File: src/rtl/tlv5618_update_ctrl.sv
// Update sequencer for the TLV5618 serial DAC driver: turns a channel-A/B update
// request into one or two command frames, with a one-deep pending request slot.
module tlv5618_update_ctrl #(
    parameter int GAP_CYC = 4,
    parameter int TMO_CYC = 4096
) (
    input  logic        Clk,
    input  logic        Rst_n,
    input  logic        Upd_Req,
    input  logic [1:0]  Chan_Sel,
    input  logic [11:0] Data_A,
    input  logic [11:0] Data_B,
    input  logic        Speed,
    input  logic        Pwr_Dn,
    output logic        Busy,
    output logic        Upd_Done,
    output logic        Ovr,
    output logic        Tmo_Err,
    output logic [15:0] DAC_DATA,
    output logic        Start,
    input  logic        Set_Done,
    input  logic        DAC_State
);

    localparam int GAP_W = $clog2(GAP_CYC + 1);
    localparam int TMO_W = $clog2(TMO_CYC + 1);
    localparam logic [GAP_W-1:0] GAP_LAST = GAP_W'(GAP_CYC - 1);
    localparam logic [TMO_W-1:0] TMO_LAST = TMO_W'(TMO_CYC - 1);

    typedef enum logic [2:0] {
        ST_IDLE      = 3'd0,
        ST_GAP       = 3'd1,
        ST_LOAD      = 3'd2,
        ST_WAIT_DONE = 3'd3,
        ST_NEXT      = 3'd4,
        ST_FINISH    = 3'd5
    } state_t;

    typedef struct packed {
        logic [1:0]  sel;
        logic [11:0] code_a;
        logic [11:0] code_b;
        logic        spd;
        logic        pwr;
    } req_t;

    // Word layout: R1, SPD, PWR, R0, 12-bit code.
    function automatic logic [15:0] build_word(
        input logic        r1,
        input logic        r0,
        input logic        spd,
        input logic        pwr,
        input logic [11:0] code
    );
        return {r1, spd, pwr, r0, code};
    endfunction

    state_t           r_state;
    req_t             r_req;
    req_t             r_pend;
    logic             r_pend_vld;
    logic             r_second;
    logic [GAP_W-1:0] r_gap_cnt;
    logic [TMO_W-1:0] r_tmo_cnt;
    logic             r_busy;
    logic             r_upd_done;
    logic             r_ovr;
    logic             r_tmo_err;
    logic             r_start;
    logic [15:0]      r_dac_data;

    req_t             w_in;
    logic             w_new_req;
    logic             w_two_frames;
    logic [15:0]      w_word;

    assign w_in         = {Chan_Sel, Data_A, Data_B, Speed, Pwr_Dn};
    assign w_new_req    = Upd_Req && (Chan_Sel != 2'b00);
    assign w_two_frames = (r_req.sel == 2'b11);

    // Command word for the frame about to be loaded; for A+B the buffer write goes first
    always_comb begin
        w_word = 16'h0000;
        case (r_req.sel)
            2'b10: w_word = build_word(1'b0, 1'b0, r_req.spd, r_req.pwr, r_req.code_b);
            2'b01: w_word = build_word(1'b1, 1'b0, r_req.spd, r_req.pwr, r_req.code_a);
            2'b11: begin
                if (r_second) begin
                    w_word = build_word(1'b1, 1'b0, r_req.spd, r_req.pwr, r_req.code_a);
                end else begin
                    w_word = build_word(1'b0, 1'b1, r_req.spd, r_req.pwr, r_req.code_b);
                end
            end
            default: w_word = 16'h0000;
        endcase
    end

    // Sequencer FSM, pending slot and all registered outputs
    always_ff @(posedge Clk or negedge Rst_n) begin
        if (!Rst_n) begin
            r_state    <= ST_IDLE;
            r_req      <= '0;
            r_pend     <= '0;
            r_pend_vld <= 1'b0;
            r_second   <= 1'b0;
            r_gap_cnt  <= '0;
            r_tmo_cnt  <= '0;
            r_busy     <= 1'b0;
            r_upd_done <= 1'b0;
            r_ovr      <= 1'b0;
            r_tmo_err  <= 1'b0;
            r_start    <= 1'b0;
            r_dac_data <= 16'h0000;
        end else begin
            r_start    <= 1'b0;
            r_upd_done <= 1'b0;
            r_ovr      <= 1'b0;

            // A request arriving while the slot drains in IDLE refills it without overrun
            if (r_state == ST_IDLE) begin
                if (r_pend_vld) begin
                    r_pend_vld <= w_new_req;
                    if (w_new_req) begin
                        r_pend <= w_in;
                    end
                end
            end else if (w_new_req) begin
                r_pend     <= w_in;
                r_pend_vld <= 1'b1;
                r_ovr      <= r_pend_vld;
            end

            case (r_state)
                ST_IDLE: begin
                    if (r_pend_vld || w_new_req) begin
                        r_req     <= r_pend_vld ? r_pend : w_in;
                        r_busy    <= 1'b1;
                        r_tmo_err <= 1'b0;
                        r_second  <= 1'b0;
                        r_gap_cnt <= '0;
                        r_state   <= ST_GAP;
                    end
                end
                ST_GAP: begin
                    if (!DAC_State) begin
                        r_gap_cnt <= '0;
                    end else if (r_gap_cnt == GAP_LAST) begin
                        r_gap_cnt  <= '0;
                        r_dac_data <= w_word;
                        r_start    <= 1'b1;
                        r_state    <= ST_LOAD;
                    end else begin
                        r_gap_cnt <= r_gap_cnt + GAP_W'(1'b1);
                    end
                end
                ST_LOAD: begin
                    r_tmo_cnt <= '0;
                    r_state   <= ST_WAIT_DONE;
                end
                ST_WAIT_DONE: begin
                    if (Set_Done) begin
                        r_state <= ST_NEXT;
                    end else if (r_tmo_cnt == TMO_LAST) begin
                        r_tmo_err <= 1'b1;
                        r_state   <= ST_FINISH;
                    end else begin
                        r_tmo_cnt <= r_tmo_cnt + TMO_W'(1'b1);
                    end
                end
                ST_NEXT: begin
                    if (w_two_frames && !r_second) begin
                        r_second <= 1'b1;
                        r_state  <= ST_GAP;
                    end else begin
                        r_upd_done <= 1'b1;
                        r_state    <= ST_FINISH;
                    end
                end
                ST_FINISH: begin
                    r_busy  <= 1'b0;
                    r_state <= ST_IDLE;
                end
                default: begin
                    r_busy  <= 1'b0;
                    r_state <= ST_IDLE;
                end
            endcase
        end
    end

    assign Busy     = r_busy;
    assign Upd_Done = r_upd_done;
    assign Ovr      = r_ovr;
    assign Tmo_Err  = r_tmo_err;
    assign DAC_DATA = r_dac_data;
    assign Start    = r_start;

endmodule

File: config.mk
export PLATFORM = sky130hd
export DESIGN_NAME = tlv5618_update_ctrl
export DESIGN_NICKNAME = d
export VERILOG_FILES = /design/src/rtl/tlv5618_update_ctrl.sv
export SDC_FILE = /design/constraint.sdc
export NUM_CORES = 1
export LEC_CHECK = 0
export ABC_AREA = 1
export BUFFER_PORTS_ARGS = -buffer_cell sky130_fd_sc_hd__buf_4
export CAP_MARGIN = 20
export CORE_MARGIN = 2
export CORE_UTILIZATION = 53
export CTS_CLUSTER_DIAMETER = 40
export CTS_CLUSTER_SIZE = 20
export DETAILED_ROUTE_END_ITERATION = 10
export PLACE_DENSITY_LB_ADDON = 0.1
export SYNTH_ARGS = -nofsm -noshare
export SYNTH_HDL_FRONTEND = slang
export SYNTH_SLANG_ARGS = --single-unit
File: constraint.sdc
create_clock -name Clk -period 2.8 [get_ports Clk]
set_input_delay 0 -clock Clk [delete_from_list [all_inputs] [get_ports Clk]]
set_output_delay 0 -clock Clk [all_outputs]
set_load 0.02 [all_outputs]
After elaboration in Yosys (flattened, before gate mapping)
Index checks and enable logic that the tools add are counted.
{ "totals": {"output_inout_bits": 21, "register_bits": 98} }
{ "classes": {"n_addsub": 2, "n_reduce_logical": 20, "n_mux": 38, "bitwise_logic": 1, "eq_ne": 18} }
{ "ops": {"columns": ["cell", "count"], "rows": [
  ["2-to-1 mux 28 bit", 4],
  ["case mux 16 bit (3 select lines)", 1],
  ["2-to-1 mux 3 bit", 9],
  ["2-to-1 mux 13 bit", 2],
  ["case mux 13 bit (2 select lines)", 1],
  ["2-to-1 mux 16 bit", 1],
  ["2-to-1 mux 1 bit", 15],
  ["case mux 3 bit (5 select lines)", 1],
  ["inequality test 2 bit, second input constant", 7],
  ["adder 13 x 1 -> 13 bit, second input constant", 1],
  ["== test 13 x 12 -> 1 bit, second input constant", 1],
  ["nonzero test 2 bit", 6],
  ["== test 3 x 2 -> 1 bit, second input constant", 3],
  ["AND reduction 3 bit", 3],
  ["AND reduction 4 bit", 2],
  ["case mux 1 bit (2 select lines)", 3],
  ["case mux 3 bit (2 select lines)", 1],
  ["AND reduction 2 bit", 3],
  ["== test 2 bit, second input constant", 2],
  ["OR reduction 4 bit", 1],
  ["adder 3 x 1 -> 3 bit, second input constant", 1],
  ["== test 3 x 1 -> 1 bit, second input constant", 1],
  ["== test 3 bit, second input constant", 1],
  ["logical NOT 3 bit", 1],
  ["7 further kinds", 8]
]} }

Logic depth before layout (Yosys ltp)
Gate-level depths: netlist (run 1).
{ "logic_depth": {"depth_word": 5, "ltp_mapped": 11, "ltp_nobuf": 10} }

Worst setup path before layout (run 1)
OpenSTA, ideal clock, no wires.
{ "synth_path": {"kind": "register to register", "startpoint": "register r_tmo_cnt[0]", "endpoint": "register r_tmo_cnt[7]", "synth_period_minus_slack_ps": 1422, "t_required_ps": 2683, "path_stages_with_launch": 12, "t_arrival_ps": 1306, "setup_slack_ps": 1378, "n_path_buf": 1, "cell_sequence": "dfrtp_1 > ha_1 > nand2_1 > nor2_1 > nand2_1 > inv_2 > nand2_2 > nand2_4 > nand2_4 > buf_8 > nand2_1 > nand2_1"} }
{ "synth_via": {"elab_chain_len": 4, "elab_cells_between_ends": 7, "cone_classes": "add/sub: 1; eq/ne: 2; mux: 3; reduce/logical: 1"} }
{ "synth_lines": {"columns": ["item", "line_no", "source"], "rows": [
  ["start, declared", "64", "logic [TMO_W-1:0] r_tmo_cnt;"],
  ["start signal, assigned", "167", "r_tmo_cnt <= r_tmo_cnt + TMO_W'(1'b1);"],
  ["adder 13 x 1 -> 13 bit", "167", null],
  ["2-to-1 mux 13 bit", "163", "end else if (r_tmo_cnt == TMO_LAST) begin"],
  ["2-to-1 mux 13 bit", "161", "if (Set_Done) begin"],
  ["case mux 13 bit (2 select lines)", "133", "case (r_state)"]
]} }
Several ways; a longest one is shown, not always the timed one. The select of a mux whose other input is x is not followed.
A chain may end at the register's enable or synchronous reset.

Worst setup path after layout (run 1)
{ "layout_path": {"startpoint": "register r_state[0]", "endpoint": "register r_req[23] (netlist bit)"} }
{ "layout_via": {"elab_chain_len": 2} }
{ "layout_lines": {"columns": ["item", "line_no", "source"], "rows": [
  ["start, declared", "58", "state_t r_state;"],
  ["start signal, assigned", "101", "r_state <= ST_IDLE;"],
  ["start signal, assigned", "141", "r_state <= ST_GAP;"],
  ["start signal, assigned", "151", "r_state <= ST_LOAD;"],
  ["logical NOT 3 bit", "133", null],
  ["AND reduction 2 bit (no source line)", null, null],
  ["end signal, assigned", "136", "r_req <= r_pend_vld ? r_pend : w_in;"],
  ["end, declared", "59", "req_t r_req;"]
]} }
No other way between the ends.

==> metrics.txt, run 1 <==
sequential share of the synthesized area=0.5103; Async S/R FF share, synth=1.000; area of the core=0.008763 mm²; synth top area cells=dfrtp_1, nand2_1, inv_1; layout cell share with drive strength beyond 1=0.2194; CTS root buffer=clkbuf_8; crit share post-route=0.6601; combinational fraction of design power=0.409; diodes inserted=0; RD Place Congestion=0.8012; Worst-path clk slew=0.10 ns; post-DR vias/cell=5.159; Pwr Density=949.1 mW/mm²; worst-case clock buffer depth=2; P&R area growth vs syn=19.03%; Fillers=712; Crit path depth=7; Post-DP HPWL=6.705 mm; Worst Max-Slew Pin Slew=0.8297 ns; sequential share of power=0.402; Setup Crit Path Kind=reg2reg; MaxCap Viol Count=0; vias=3756; area fraction of the dominant cell type after synthesis=0.5103; R2R cell count=7; Critical-path top delay cell=dfrtp_1; drt total wl=10.15 mm; syn avg cell area=8.900 µm²; antenna viol nets, final=0; Crit Path Max Fanout=57; # DRC=0; worst-case hold path end point=Ovr; Hold Path Depth=3; Syn. warnings=0; crit path cell chain=nor2_4 > nand2_4 > inv_4 > nand2_4 > inv_4 > o211ai_1 > o21ai_1; final setup vio count=0; Final TNS setup=0 ns; fin. max-slew vios=0; CP Data Arrival Time=2.14 ns; Sequential Area=0.002452 mm²; Slew headroom=0.4469; top_reg_cell synth=dfrtp_1; CTS H-tree depth=3; Worst Path Required=3.09 ns; number of global-route vias before repair=3618; Initial Util=0.5484; full die area=0.009846 mm²; DR pass1 iterations=5; Final min period=1.848 ns; initial antenna violation count=0; CP max stage delay=0.51 ns; Post-Route Utilization=0.6528; RR Startpoint=r_state[0]; First DRT Iteration DRCs=175; Multi-input gate area=0.001862 mm²; switch share=0.4084; clock tree from TritonCTS=yes; r2r setup slk=0.95 ns; first-pass GRT wire length=17.50 mm; Synthesized Nets=575; Crit path max-delay family=buffers and inverters; leakage power=0.002847 µW; grt ovf=0; number of synthesized register bits=98; Critical Path End Type=flip-flop; clock network fraction of total power=0.189; CTS Sinks=98; skew final=0.01166 ns; worst hold-check path type=in2reg; Clock Latency Late Sink=0.36 ns; Final Hold Viols=0; CTS buffer count=9; drt wl/cell=13.94 µm; hold_sp=Upd_Req; chip width=99.23 µm; Synth cell types=40; VDD IR max=625.5 µV; # IOs=54; die height=99.23 µm; WP buf/inv=2; RSZ-0062 raised after global routing=no; Psw=2217 µW; row count=34; mapped cell area=0.004806 mm²; number of synthesized flops with an enable pin=0; IO Port Bufs=53; Int Power=3212 µW; Gate Count Post-Synth=540; critical path launch point type=flip-flop; area leader, netlist=dfrtp_1; fmax=541.1 MHz; reg2reg end=r_req[23]; largest net degree at the start of global routing=65; Nets=650; run status=completed; global router's overall resource usage=0.2220
-- per-stage QoR --
stage	std cells	area, µm²	total power, µW	hold WS [ns]	worst slack (ns)
after floorplan	540	4806	3976	-0.2956	1.378
after global placement	682	5192	4321	0.1555	1.046
after detailed placement	682	5192	4395	0.1599	0.9784
after CTS	728	5720	5455	0.06853	0.9584
after global routing	728	5720	5849	0.06933	0.7318
final	728	5720	5429	0.06649	0.9518
-- state kept, by name, indices dropped and copies added, names as in the netlist, 3 cells and up --
register,count
r_gap_cnt,3
DAC_DATA,16
r_state,3
r_tmo_cnt,13
r_req,28
r_pend,28
-- how the worst max path moves through the flow --
stage | startpoint | end | slack [ns]
after floorplan | r_tmo_cnt[0] | r_tmo_cnt[7] | 1.38
after global placement | r_state[1] | r_req[4] | 1.05
after detailed placement | r_state[0] | r_req[23] | 0.98
after CTS | r_state[0] | r_req[2] | 0.96
after global routing | r_state[0] | r_req[26] | 0.73
final | r_state[0] | r_req[23] | 0.95
-- logic make-up (layout without fill, tap and decap cells) --
kind of cell,Yosys count,after routing,synth area share
buffers and inverters,104,184,0.1039
AND/OR/NAND/NOR,213,213,0.1921
XOR/XNOR,3,3,0.005468
adder cells (fa/ha/maj),2,2,0.005206
AO/OA/AOI/OAI,120,120,0.1830
flip-flops,98,98,0.5103
-- cell type report --
type                    count  area share
flip-flops and latches     98      0.4287
multi-input cells         338      0.3255
repair buffers             88      0.1286
inverters                  80     0.05381
clock buffers              10     0.02406
well taps                 108     0.02362
clock inverters             6     0.01575
-- worst register-to-register path, stage by stage (launching register included) --
cell      delay (ns)
dfrtp_1         0.51
nor2_4          0.17
nand2_4         0.09
inv_4           0.08
nand2_4         0.07
inv_4           0.52
o211ai_1        0.23
o21ai_1         0.12
-- synth_stat cells, types with 5 or more instances --
cell      instances
nand2_1         161
dfrtp_1          98
inv_1            74
o21ai_0          44
nor2_1           24
o211ai_2         20
o21ai_2          19
o22ai_1          12
nand3_1           9
o21ai_1           8
buf_2             7
o211ai_1          7
buf_6             6
clkbuf_1          5
-- what timing repair did --
item | 4_1_cts | 5_1_grt
resized for setup | 0 | 0
hold buffers | 30 | 0
endpoints found under the hold margin | 108 | 0
buffers inserted | 0 | 0
-- cell usage in the layout, fill, tap and decap left out, types with 2 or more instances in the layout --
master | synthesis | final
o21ai_2 | 19 | 19
nor2_1 | 24 | 24
buf_4 | 2 | 58
dlygate4sd3_1 | 0 | 30
ha_1 | 2 | 2
clkinv_4 | 0 | 2
a21oi_2 | 2 | 2
o211ai_2 | 20 | 20
a21oi_1 | 2 | 2
o22ai_1 | 12 | 12
inv_1 | 74 | 73
dfrtp_1 | 98 | 98
bufinv_16 | 0 | 2
nand3_1 | 9 | 9
o21ai_0 | 44 | 44
nor3_1 | 4 | 4
o21ai_1 | 8 | 8
nand2_4 | 4 | 4
o211ai_1 | 7 | 7
a31oi_1 | 2 | 2
inv_2 | 3 | 4
xor2_1 | 2 | 2
nand2_1 | 161 | 161
clkbuf_8 | 0 | 10
inv_4 | 3 | 3
nor2_4 | 4 | 4
-- power groups by stage --
stage / sequential [µW] / clock [µW] / combinational, µW
after floorplan: 2220 / 0 / 1760
after global placement: 2190 / 0 / 2130
after global routing: 2240 / 1110 / 2500
after detailed placement: 2210 / 0 / 2190
final: 2180 / 1030 / 2220
after CTS: 2180 / 1040 / 2230
-- routing by layer --
metal / GRT usage / up-vias / share of wire
met1: 0.3509 / 1799 / 0.51
met5: 0 / - / 0
met2: 0.3176 / 75 / 0.44
met3: 0.04076 / 9 / 0.038
met4: 0.05479 / 0 / 0.010
li1: - / 1873 / -
Power figures use the tool's default switching activity.
==> run 2: changes to the inputs <==
clock period = 1.5 ns   (was 2.8 ns; I/O delays follow)
==> run 2 against run 1 <==
Against the previous run:
- the run now ends with negative setup slack left
- die area unchanged
- non-clock buffer count increased by 25
- clock power grew 55%
- combinational power grew 120%
- sequential cell count stayed put
- count of clock-buffer cells in the layout increased by 1
- final cell count is 3.4% higher
- utilization increased by 3.9 points
- highest routed layer unchanged
==> metrics.txt, run 2 (same netlist as run 1, synthesis figures left out) <==
run status=complete, but fails checks; violations in the final reports=negative setup slack; GR Util met2=0.3342; post-DR vias/cell=5.072; Critical Path End Type=flip-flop; most used cell, CP=nand2_2; worst-case clock buffer depth=2; commonest non-fill, non-tap cell in the layout=nand2_1; WP buf/inv=2; clock tree from TritonCTS=yes; Final Hold Viols=0; first-pass GRT wire length=17.77 mm; most frequent cells in the layout=nand2_1, dfrtp_1, inv_1, buf_4, o21ai_0; Post-DP HPWL=6.911 mm; Worst Max-Slew Pin Slew=0.3576 ns; Final TNS setup=-0.1001 ns; setup ws final=-0.02796 ns; RD Place Congestion=0.8134; crit path cell chain=ha_2 > nand2_2 > nor2_2 > nand2_2 > inv_2 > nand2_4 > nand2_8 > buf_6 > nand3b_1 > nand2_1; final setup vio count=5; # IOs=54; Worst-path clk slew=0.10 ns; VDD IR max=813.9 µV; Fillers=720; CP max stage delay=0.40 ns; drt wl/cell=13.90 µm; P&R area growth vs syn=26.22%; layout cell share with drive strength beyond 1=0.2729; largest net degree at the start of global routing=59; CTS H-tree depth=3; Final min period=1.528 ns; crit share post-route=1.019; IO Port Bufs=53; grt met1 use=0.3444; grt ovf=0; global router's overall resource usage=0.2259; Top Usage Layer GRT=met1; GR Util met3=0.03233; diodes inserted=0; # DRC=0; antenna viol nets, final=0; Worst Path Required=1.79 ns; Setup Crit Path Kind=reg2reg; drt total wl=10.47 mm; chip width=99.23 µm; Post-Route Utilization=0.6922; row count=34; placed cell count=696; CTS root buffer=clkbuf_8; fmax=654.5 MHz; Slew headroom=0.7598; number of global-route vias before repair=3658; Pwr Total=10590 µW; skew final=0.01277 ns; Critical-path top delay cell=dfrtp_1; full die area=0.009846 mm²; MaxCap Viol Count=0; worst hold-check path type=in2reg; post-route insts no fill=753; fin. max-slew vios=0; Pwr Density=1745 mW/mm²; die height=99.23 µm; CTS Sinks=98; Crit path max-delay family=simple AND/OR/NAND/NOR gates; area of the core=0.008763 mm²; Initial Util=0.5484; RSZ-0062 raised after global routing=yes; Setup WS pre-CTS=-0.02263 ns; CTS buffer count=9; First DRT Iteration DRCs=160; Clock Latency Late Sink=0.36 ns; Nets=676; leakage power=0.003021 µW; critical path launch point type=flip-flop; initial antenna violation count=0; CP Data Arrival Time=1.82 ns; DR pass1 iterations=4; vias=3819; Crit Path Max Fanout=6
-- run 2: cell types whose count changed in the layout (fill, tap and decap cells not counted), sizes merged --
cell	before	now
buf	58	83
clkinv	3	1
bufinv	2	0
clkbuf	10	11
clkinvlp	1	3
nand2	166	167
-- run 2: final timing paths --
path                                    from            to  slack [ns]  cells after the start
worst max-delay path            r_tmo_cnt[0]    r_state[0]       -0.03                     10
worst min-delay path                 Upd_Req           Ovr        0.04                      3
worst max register to register  r_tmo_cnt[0]    r_state[0]       -0.03                     10
worst min register to register  DAC_DATA[12]  DAC_DATA[12]        0.48                      2
max in group asynchronous              Rst_n    r_state[0]        1.02                      3
min in group asynchronous              Rst_n   DAC_DATA[7]        0.15                      3
-- run 2: per-layer routing --
metal  up-vias  part of all wire
li1       1930                 -
met1      1804              0.50
met2        74              0.45
met3        11             0.037
met4         0             0.013
met5         -                 0
-- run 2: metrics by stage --
step	hold WS, ns	area [µm²]
6_report	0.04139	6066
3_5_place_dp	0.002220	5373
2_1_floorplan	-0.2956	4806
3_3_place_gp	0.002039	5373
5_1_grt	0.03494	6066
4_1_cts	0.03693	5853
-- run 2: layout make-up --
class,instances,area [µm²],area share
Inverter,80,315.3,0.05198
Timing Repair Buffer,113,1022,0.1685
Tap cell,108,135.1,0.02228
Clock buffer,11,151.4,0.02496
Multi-Input combinational cell,339,1959,0.3230
Sequential cell,98,2455,0.4047
Clock inverter,4,27.53,0.004538
-- run 2: report_power, final --
part           switching (µW)  total (µW)  internal (µW)
registers                 503        4070           3560
logic                    2960        4920           1960
clock network             914        1600            682
-- run 2: what timing repair did --
| item | 4_1_cts | 5_1_grt |
|---|---|---|
| buffers inserted | 0 | 11 |
| endpoints found under the setup margin | 7 | 55 |
| gates cloned | 0 | 1 |
| pin swaps | 0 | 8 |
| hold buffers | 30 | 0 |
| gates resized for setup | 1 | 30 |
| endpoints found under the hold margin | 144 | 0 |
-- run 2: tightest hold or removal path: cells and delay by family --
kind,cells,cell delay [ns]
compound gates,1,0.17
buf+inv,1,0.11
simple gates,1,0.09
==> run 3: changes to the inputs <==
PLACE_DENSITY = 0.76   (was unset)
PLACE_DENSITY_LB_ADDON = unset   (was 0.1)
SKIP_LAST_GASP = 1   (was unset)
==> run 3 against run 2 <==
Against the previous run:
- the run now ends clean
- die area is the same
- non-clock buffer count shrank 4
- hold slack gained 0.051 ns
- sequential power is essentially flat
- sequential cell count is the same
- clock power grew 4%
- sequential share of layout area grew 0.76 points
- critical path type unchanged
==> metrics.txt, run 3 (same netlist as run 1, synthesis figures left out) <==
clock tree from TritonCTS=yes; final setup vio count=0; Pwr Density=1748 mW/mm²; combinational fraction of design power=0.450; GR Util met3=0.03303; fin. max-slew vios=0; Top Usage Layer GRT=met2; full die area=0.009846 mm²; fmax=684.7 MHz; Setup Crit Path Kind=reg2reg; CTS buffer count=9; largest net degree at the start of global routing=58; Slew headroom=0.7523; Post-Route Utilization=0.6790; r2r setup slk=0.04 ns; IO Port Bufs=53; crit share post-route=0.9736; switch share=0.4042; Clock Latency Late Sink=0.35 ns; run status=completed; Crit Path Max Fanout=12; chip width=99.23 µm; row count=34; post-DR vias/cell=5.103; grt ovf=0; commonest non-fill, non-tap cell in the layout=nand2_1; # DRC=0; most frequent cells in the layout=nand2_1, dfrtp_1, inv_1, buf_4, o21ai_0; Final Hold Viols=0; Worst Path Required=1.75 ns; Worst-path clk slew=0.09 ns; WP buf/inv=1; MaxCap Viol Count=0; diodes inserted=0; skew final=0.01149 ns; RSZ-0062 raised after global routing=yes; initial antenna violation count=0; grt met1 use=0.3175; leakage power=0.002954 µW; Crit path max-delay family=simple AND/OR/NAND/NOR gates; GR Util met2=0.3373; worst hold-check path type=in2async; DR pass1 iterations=5; CP Data Arrival Time=1.71 ns; R2R cell count=10; first-pass GRT wire length=17.45 mm; Int Power=6197 µW; reg2reg end=r_tmo_cnt[4]; vias=3817; drt total wl=10.26 mm; Fillers=710; antenna viol nets, final=0; Final min period=1.460 ns; Post-DP HPWL=6.865 mm; critical path launch point type=flip-flop; layout cell share with drive strength beyond 1=0.2547; crit path cell chain=ha_2 > nand2_2 > nor2_2 > nand2_2 > inv_2 > nand2_2 > nand2_4 > nand2_8 > nand2_1 > o21ai_2; CP Launch Point=r_tmo_cnt[1]; die height=99.23 µm; Final TNS setup=0 ns; CTS H-tree depth=3; most used cell, CP=nand2_2; number of global-route vias before repair=3726; clock network fraction of total power=0.160; global router's overall resource usage=0.2197; Worst Max-Slew Pin Slew=0.3716 ns; worst-case clock buffer depth=2; RD Place Congestion=0.8340; CP max stage delay=0.37 ns; Critical-path top delay cell=dfrtp_1; sequential share of power=0.390; CTS root buffer=clkbuf_8; VDD IR max=797.0 µV; CTS Sinks=98; Initial Util=0.5484; Psw=4203 µW; area of the core=0.008763 mm²; RR Startpoint=r_tmo_cnt[1]; drt wl/cell=13.72 µm; Critical Path End Type=flip-flop; First DRT Iteration DRCs=204; P&R area growth vs syn=23.82%; Nets=671; # IOs=54
-- run 3: final cells by class --
| class | count | area [µm²] | share of cell area |
|---|---|---|---|
| sequential | 98 | 2454 | 0.4123 |
| tap | 108 | 135.1 | 0.02271 |
| clock buffer | 11 | 131.4 | 0.02208 |
| timing repair buffer | 109 | 970.9 | 0.1632 |
| multi-input combinational | 338 | 1896 | 0.3185 |
| inverter | 80 | 310.3 | 0.05214 |
| clock inverter | 4 | 53.80 | 0.009041 |
-- run 3: power by group through the flow --
stage / logic, µW / registers, µW / clock network (µW)
after global routing: 5210 / 4150 / 1780
after detailed placement: 4500 / 4100 / 0
after global placement: 4400 / 4050 / 0
after floorplan: 3280 / 4140 / 0
after CTS: 4660 / 4040 / 1700
final: 4680 / 4050 / 1670
-- run 3: worst max-delay path by stage --
stage | slack, ns | endpoint | cells after the start
finish | 0.04 | r_tmo_cnt[4] | 10
global route | -0.06 | r_tmo_cnt[4] | 10
CTS | 0.008 | r_tmo_cnt[11] | 9
detailed placement | 0.03 | r_tmo_cnt[4] | 10
global placement | 0.08 | r_tmo_cnt[4] | 10
floorplan | 0.08 | r_tmo_cnt[7] | 11
-- run 3: repair_timing --
item | CTS | global route
hold buffers | 31 | 0
cloned | 0 | 0
endpoints found under the setup margin | 7 | 41
hold endpoints to repair | 143 | 0
pin swaps | 2 | 1
gates resized for setup | 3 | 9
buffers inserted | 2 | 5
-- run 3: through the flow --
stage / cells / hold WS [ns] / setup slack (ns) / total power (µW) / instance area [µm²]
after floorplan: 540 / -0.2956 / 0.07774 / 7422 / 4806
after CTS: 743 / 0.08545 / 0.008278 / 10400 / 5889
final: 748 / 0.09234 / 0.03957 / 10400 / 5951
after global placement: 695 / -0.05651 / 0.08355 / 8451 / 5365
after detailed placement: 695 / -0.05508 / 0.02915 / 8604 / 5365
after global routing: 748 / 0.1384 / -0.05651 / 11130 / 5951
-- run 3: per-layer routing --
| layer | up-vias | part of all wire |
|---|---|---|
| li1 | 1914 | - |
| met1 | 1807 | 0.48 |
| met2 | 81 | 0.47 |
| met3 | 15 | 0.036 |
| met4 | 0 | 0.019 |
| met5 | - | 0 |
